## config.mk

```make
export PLATFORM = sky130hd
export DESIGN_NAME = agc_gain_sequencer
export DESIGN_NICKNAME = d
export VERILOG_FILES = /design/src/rtl/agc_gain_sequencer.sv
export SDC_FILE = /design/constraint.sdc
export NUM_CORES = 1
export LEC_CHECK = 0
export CORE_MARGIN = 5
export CORE_UTILIZATION = 35
export CTS_BUF_LIST = sky130_fd_sc_hd__clkbuf_4 sky130_fd_sc_hd__clkbuf_8
export DETAILED_ROUTE_END_ITERATION = 10
export HOLD_SLACK_MARGIN = 0.02
export PLACE_DENSITY = 0.63
export REMOVE_ABC_BUFFERS = 1
export SLEW_MARGIN = 20
export SYNTH_ARGS = -nofsm -noshare
export SYNTH_HDL_FRONTEND = slang
export SYNTH_SLANG_ARGS = --single-unit
```

## constraint.sdc

```tcl
create_clock -name clk -period 2.45 [get_ports clk]
set_input_delay 0.6125 -clock clk [delete_from_list [all_inputs] [get_ports clk]]
set_output_delay 0.6125 -clock clk [all_outputs]
set_load 0.01 [all_outputs]
```

## src/rtl/agc_gain_sequencer.sv

```systemverilog
// AGC gain sequencer: applies saturating +/-1 gain steps on request, enforces an
// analog settling window after each step, and declares lock on oscillation,
// persistent saturation or step budget exhaustion.
module agc_gain_sequencer #(
    parameter int GAIN_W     = 5,
    parameter int GAIN_INIT  = 16,
    parameter int SETTLE_CYC = 4,
    parameter int REV_LIMIT  = 3,
    parameter int SAT_LIMIT  = 2,
    parameter int MAX_STEPS  = 24
) (
    input  logic              clk,
    input  logic              RESETn,
    input  logic              enable,
    input  logic              adjust,
    input  logic              up_dn,
    output logic [GAIN_W-1:0] gain_code,
    output logic              gain_update,
    output logic              settling,
    output logic              sat_hi,
    output logic              sat_lo,
    output logic              done,
    output logic [7:0]        step_count
);

    localparam int TMR_W = (SETTLE_CYC > 1) ? $clog2(SETTLE_CYC) : 1;
    localparam int REV_W = $clog2(REV_LIMIT + 1);
    localparam int SAT_W = $clog2(SAT_LIMIT + 1);

    localparam logic [GAIN_W-1:0] GAIN_MAX   = {GAIN_W{1'b1}};
    localparam logic [GAIN_W-1:0] GAIN_ZERO  = '0;
    localparam logic [GAIN_W-1:0] GAIN_ONE   = GAIN_W'(1);
    localparam logic [GAIN_W-1:0] GAIN_START = GAIN_W'(GAIN_INIT);
    localparam logic [TMR_W-1:0]  TMR_LOAD   = TMR_W'(SETTLE_CYC - 1);
    localparam logic [TMR_W-1:0]  TMR_ZERO   = '0;
    localparam logic [TMR_W-1:0]  TMR_ONE    = TMR_W'(1);
    localparam logic [REV_W-1:0]  REV_LIM    = REV_W'(REV_LIMIT);
    localparam logic [REV_W-1:0]  REV_ONE    = REV_W'(1);
    localparam logic [SAT_W-1:0]  SAT_LIM    = SAT_W'(SAT_LIMIT);
    localparam logic [SAT_W-1:0]  SAT_ONE    = SAT_W'(1);
    localparam logic [7:0]        STEP_LIM   = 8'(MAX_STEPS);

    typedef enum logic [1:0] {
        IDLE,
        WAIT,
        SETTLE,
        LOCKED
    } state_t;

    state_t            state,        state_nxt;
    logic [GAIN_W-1:0] gain_nxt;
    logic [7:0]        step_nxt;
    logic [REV_W-1:0]  rev_cnt,      rev_nxt;
    logic [SAT_W-1:0]  sat_cnt,      sat_nxt;
    logic [TMR_W-1:0]  timer,        timer_nxt;
    logic              last_dir,     last_dir_nxt;
    logic              last_dir_vld, last_dir_vld_nxt;
    logic              update_nxt;
    logic              step_blocked;

    always_ff @(posedge clk or negedge RESETn) begin
        if (!RESETn) begin
            state        <= IDLE;
            gain_code    <= GAIN_START;
            step_count   <= '0;
            rev_cnt      <= '0;
            sat_cnt      <= '0;
            timer        <= '0;
            last_dir     <= 1'b0;
            last_dir_vld <= 1'b0;
            gain_update  <= 1'b0;
            sat_hi       <= (GAIN_START == GAIN_MAX);
            sat_lo       <= (GAIN_START == GAIN_ZERO);
        end else begin
            state        <= state_nxt;
            gain_code    <= gain_nxt;
            step_count   <= step_nxt;
            rev_cnt      <= rev_nxt;
            sat_cnt      <= sat_nxt;
            timer        <= timer_nxt;
            last_dir     <= last_dir_nxt;
            last_dir_vld <= last_dir_vld_nxt;
            gain_update  <= update_nxt;
            sat_hi       <= (gain_nxt == GAIN_MAX);
            sat_lo       <= (gain_nxt == GAIN_ZERO);
        end
    end

    // A request is blocked when the step would wrap the gain code.
    assign step_blocked = up_dn ? (gain_code == GAIN_MAX) : (gain_code == GAIN_ZERO);

    always_comb begin
        state_nxt        = state;
        gain_nxt         = gain_code;
        step_nxt         = step_count;
        rev_nxt          = rev_cnt;
        sat_nxt          = sat_cnt;
        timer_nxt        = timer;
        last_dir_nxt     = last_dir;
        last_dir_vld_nxt = last_dir_vld;
        update_nxt       = 1'b0;

        if (!enable) begin
            state_nxt = IDLE;
        end else begin
            case (state)
                IDLE: begin
                    state_nxt        = WAIT;
                    gain_nxt         = GAIN_START;
                    step_nxt         = '0;
                    rev_nxt          = '0;
                    sat_nxt          = '0;
                    last_dir_vld_nxt = 1'b0;
                end
                WAIT: begin
                    if (adjust) begin
                        if (step_blocked) begin
                            if (sat_cnt != SAT_LIM) begin
                                sat_nxt = sat_cnt + SAT_ONE;
                            end
                            if (sat_nxt == SAT_LIM) begin
                                state_nxt = LOCKED;
                            end
                        end else begin
                            gain_nxt = up_dn ? (gain_code + GAIN_ONE) : (gain_code - GAIN_ONE);
                            if (step_count != 8'hFF) begin
                                step_nxt = step_count + 8'd1;
                            end
                            sat_nxt = '0;
                            // Only a change of direction against a known previous step counts.
                            if (last_dir_vld && (up_dn != last_dir) && (rev_cnt != REV_LIM)) begin
                                rev_nxt = rev_cnt + REV_ONE;
                            end
                            last_dir_nxt     = up_dn;
                            last_dir_vld_nxt = 1'b1;
                            timer_nxt        = TMR_LOAD;
                            update_nxt       = 1'b1;
                            state_nxt        = SETTLE;
                        end
                    end
                end
                SETTLE: begin
                    if (timer == TMR_ZERO) begin
                        if ((rev_cnt >= REV_LIM) || (step_count >= STEP_LIM)) begin
                            state_nxt = LOCKED;
                        end else begin
                            state_nxt = WAIT;
                        end
                    end else begin
                        timer_nxt = timer - TMR_ONE;
                    end
                end
                LOCKED: begin
                    state_nxt = LOCKED;
                end
                default: begin
                    state_nxt = IDLE;
                end
            endcase
        end
    end

    assign settling = (state == SETTLE);
    assign done     = (state == LOCKED);

endmodule

```

Yosys cells after proc, flatten, opt, wreduce, memory -nomap -nowiden
Index checks and enable logic that the tools add are counted.

word-level totals
  bits in registers = 26
  bits of input ports = 5
  output and inout port bits = 18
  logic and storage cells = 94

operators by class
  $add $sub $neg = 6
  order comparisons = 2
  eq/ne operators = 18
  multiplexer cells = 40
  bitwise operators = 1
  reductions and logical operators = 16

operator list
  kind                                                                count
  two-way mux 2 bit                                                   19
  two-way mux 8 bit                                                   3
  two-way mux 5 bit                                                   4
  case mux 8 bit (2 select lines)                                     1
  AND reduction 5 bit                                                 3
  != test 2 bit (second input constant)                               7
  case mux 2 bit (2 select lines)                                     3
  == test 5 bit (second input constant)                               2
  zero test 5 bit                                                     2
  case mux 5 bit (2 select lines)                                     1
  adder 8 x 1 -> 8 bit (second input constant)                        1
  greater-or-equal comparator 8 x 5 -> 1 bit (second input constant)  1
  != test 8 bit (second input constant)                               1
  case mux 2 bit (4 select lines)                                     1
  AND reduction 4 bit                                                 2
  two-way mux 1 bit                                                   7
  == test 2 bit (second input constant)                               3
  AND reduction 3 bit                                                 2
  adder 5 x 1 -> 5 bit (second input constant)                        1
  subtractor 5 x 1 -> 5 bit (second input constant)                   1
  adder 2 x 1 -> 2 bit (second input constant)                        2
  zero test 2 bit                                                     2
  != test 4 bit (second input constant)                               1
  nonzero test 2 bit                                                  2
  other kinds (10)                                                    11

Depth between registers and ports, before layout
Gate-level depths: netlist of the first run.

  word-level depth = 12
  mapped depth = 8
  gate-level depth less buffers = 8

Worst setup path after synthesis of the first run
OpenSTA, ideal clock, no wires.

  path type = input to register
  from = input up_dn
  to = register sat_hi
  setup time = 0.068 ns
  data arrival time = 2.084 ns
  data required time = 2.382 ns
  path slack = 0.298 ns
  stages on the path = 7
  buffers on the path = 0
  path through = fa_1 nand2b_1 a21oi_1 xnor2_1 o21a_1 o31ai_1 and4_1

between the ends
  cells in the longest elaborated chain, start to end = 6
  elaborated cells on any way between the ends = 7
  those cells by class = eq/ne: 1; mux: 6

RTL lines
  element                                                 RTL line  text
  from (decl)                                             16        input logic up_dn,
  two-way mux 5 bit or two-way mux 1 bit (tied branches)  125, 90
  two-way mux 5 bit *                                     117       if (step_blocked) begin
  two-way mux 5 bit *                                     116       if (adjust) begin
  case mux 5 bit (2 select lines) *                       106       case (state)
  two-way mux 5 bit *                                     103       if (!enable) begin
  via gain_nxt[4]                                         51        logic [GAIN_W-1:0] gain_nxt;
  == test 5 bit *                                         84        sat_hi <= (gain_nxt == GAIN_MAX);
  to (signal assigned)                                    72        sat_hi <= (GAIN_START == GAIN_MAX);
  to (signal assigned)                                    84
  to (decl)                                               20        output logic sat_hi,

Mark *: on every way through the listed nets, which the timed path passes. The rest lies on a longest branch.
A chain may end at the register's enable or synchronous reset.

Worst setup path after layout of the first run
  from = input enable
  to = register step_count[6]

between the ends
  cells in the longest elaborated chain, start to end = 1

RTL lines
  element                        RTL line  text
  from (decl)                    14        input logic enable,
  AND reduction 5 bit (no line)  --
  to (signal assigned)           77        step_count <= step_nxt;
  to (decl)                      23        output logic [7:0] step_count

No other way between the ends.

==> metrics, run 1 <==
DP HPWL 2670 um; H-tree depth 1; cell leakage power 0.940 nW; vias in the first global route ~1.3k; Clk pin slew, worst setup/hold paths 90 ps; Async SR Flop Fraction 1.00; critical path arrival around 2300 ps; routed wire length between 3000 and 4000 um; ANT cells 0; Tmin final 2160 ps; Final setup violation count 0; Routed wire per std cell between 10 and 15 um; fmax approximately 0.46 GHz; Register Area 652 um^2; kind of critical path in -> reg; largest family of logic cells by synthesized area simple AND/OR/NAND/NOR gates; Hold Fails Final Rpt 0; area of the multi-input gates between 800 and 900 um^2; YS warnings 0; Layout Nets around 220; All-Layer GR Usage 0.134; pin count of the biggest net entering global routing 27; post-synthesis mux area share 0.0142; unrepaired setup endpoints after global routing false; Int Power just under 1 mW; Slew Viols, Final 0; Syn Area/Cell about 9.6 um^2; max-cap violations 0; die width 75.5 um; port bufs 22; Post-Synthesis Cell Area 1500 um^2; initial antenna violation count 0; CTS Buf Count 3; Synth cell types 46; share of cells above drive strength 1 0.209; Design Area, Final 2010 um^2; Post-Synth Simple-Gate Area 0.205; Comb pwr share 0.397; Critical Path RT between 2000 and 3000 ps; clock power share 0.191; P&R area growth vs syn 34.2%; Core ar. about 4100 um^2; postcts setup bufs 0; GPL Wtd Cong 0.896; IO Count 23; Vias/cell 5.20; clk_lat worst skew 270 ps; Remaining DRCs 0; starting density of the core 0.367; Seq/Total Area, Yosys 0.434; antenna viol nets, final 0; gr ovfl total 0; clock skew roughly 6.7 ps; site row count 23; Vias 1304; Sw Ratio 0.340; clock buffer depth 2; pwr/cell area roughly 720 nW/um^2; Pre-antenna DRT Iters 4; clock sink count 26; Compound-Gate Fraction of Synth Area 0.164; Fin Hold WS around 490 ps; Rel. slew slack 0.694; DRT iter0 DRCs between 40 and 50; CTS tree built; Reg power frac 0.411; met3 usage in global routing 0.0224; grt peak-use layer met2; cts hold-fix bufs 0; measured slew at the worst slew-check pin ~460 ps; Final Cycle Share 0.881; CTS root buf clkbuf_8; crit path launch type primary input; Die Y approximately 75 um; met1 usage 0.169; worst vdd ir between 0.2 and 0.3 mV; DP Area 1930 um^2; Yosys reg bits 26; die area between 5000 and 6000 um^2; main flop type after synthesis dfrtp_1; xor/xnor share of the synthesized area 0.0525; setup TNS 0 ps; filler instances 399; GR Util met2 0.224; first-pass GRT wire length ~5900 um; Crit Path Max Fanout 8; Setup crit end kind flop; Post-synth EDFFs 0; Net Switching roughly 0.50 mW; outcome finished, final reports clean; adder-cell share of the synthesized area 0.0800; Hold WC Path Type reg -> reg; Post-Synthesis Cells roughly 160
[per-stage QoR]
step / util / power, mW / std cells / worst slack, ps
finish: 0.493 / 1.46 / 251 / 292
global route: 0.493 / 1.55 / 251 / 213
CTS: 0.486 / 1.44 / 251 / 26.7
detailed placement: 0.472 / 1.15 / 247 / -349
global placement: 0.472 / 1.13 / 247 / -258
floorplan: - / 0.893 / 154 / 297
[layer usage]
metal	vias to the layer above	routed length, um
met3	8	109
li1	635	-
met4	0	74
met5	-	0
met2	29	1660
met1	632	1660
[layout make-up]
type / instances / share of cell area
multi-input cells: 112 / 0.399
well taps: 50 / 0.0311
flip-flops and latches: 26 / 0.324
repair buffers: 43 / 0.189
clock buffers: 4 / 0.0273
inverters: 16 / 0.0298
[path summary, 6_finish.rpt]
path | startpoint | end | slack [ps] | cells past startpoint
setup / recovery | enable | step_count[6]$_DFFE_PN0P_ | 290 | 6
hold / removal | last_dir_vld$_DFFE_PN0P_ | last_dir_vld$_DFFE_PN0P_ | 490 | 1
setup reg to reg | gain_code[0]$_DFF_PN0_ | sat_hi$_DFF_PN0_ | 310 | 8
hold reg to reg | last_dir_vld$_DFFE_PN0P_ | last_dir_vld$_DFFE_PN0P_ | 490 | 1
max in group asynchronous | RESETn | gain_code[4]$_DFF_PN1_ | 1450 | 2
min in group asynchronous | RESETn | timer[1]$_DFFE_PN0P_ | 700 | 2
[cell usage in the layout, fill, tap and decap left out, types with 4 or more instances in the layout]
cell type and n:
a21oi_1 9, buf_4 21, clkbuf_8 4, clkdlybuf4s50_1 21, dfrtp_1 25, ha_1 8
inv_1 16, nand2_1 13, nand3_1 5, nand4_1 4, nor2_1 13, nor3_1 7
o21ai_0 6, xnor2_1 7
[state kept, by name, indices dropped and copies added (netlist names), 2 cells and up]
signal      flops
step_count      8
sat_cnt         2
gain_code       5
timer           2
state           2
rev_cnt         2
[power by group through the flow]
stage                     logic, mW  clock network, mW  registers, mW
after global routing          0.640              0.301          0.613
after floorplan               0.285                  0          0.608
after CTS                     0.559              0.288          0.595
after global placement        0.532                  0          0.595
final                         0.579              0.279          0.599
after detailed placement      0.554                  0          0.601
[kinds of logic after synthesis]
| group | Yosys count |
|---|---|
| and+or+nand+nor | 58 |
| AOI/OAI and AO/OA | 34 |
| DFF | 26 |
| buffers and inverters | 18 |
| xor gates and xnor gates | 9 |
| adders and majority gates | 9 |
| muxes | 2 |
[cell usage after synthesis, drive strengths merged, types with 2 or more instances]
cell    number  area [um^2]
ha           8          100
nor2        14         60.1
xor2         2         17.5
o31ai        2         15.0
xnor2        7         61.3
nand4        4         25.0
nor3         7         35.0
a21o         4         33.8
a21oi        9         45.0
nand3        5         25.0
dfrtp       25          626
nand2b       3         18.8
a22oi        2         25.0
inv         16         60.1
and4         2         17.5
nand2       13         48.8
o21ai        7         38.8
[worst max-delay path, cell delays in order]
cell and delay [ps]:
clkdlybuf4s50_1 490, or2b_2 340, a21o_2 280, nor4_1 360
xnor2_1 160, nor2_1 50
[repair_timing]
item,4_1_cts,5_1_grt
pin swaps,0,1
endpoints found under the setup margin,1,8
gates resized for setup,1,4
No activity file was read; power rests on OpenSTA's default activity.
==> inputs of run 2 (changes only) <==
Settings changed: SLEW_MARGIN 20 to unset.
==> results of run 2 <==
No change in the layout: final DEF, timing and power equal those of run 1.
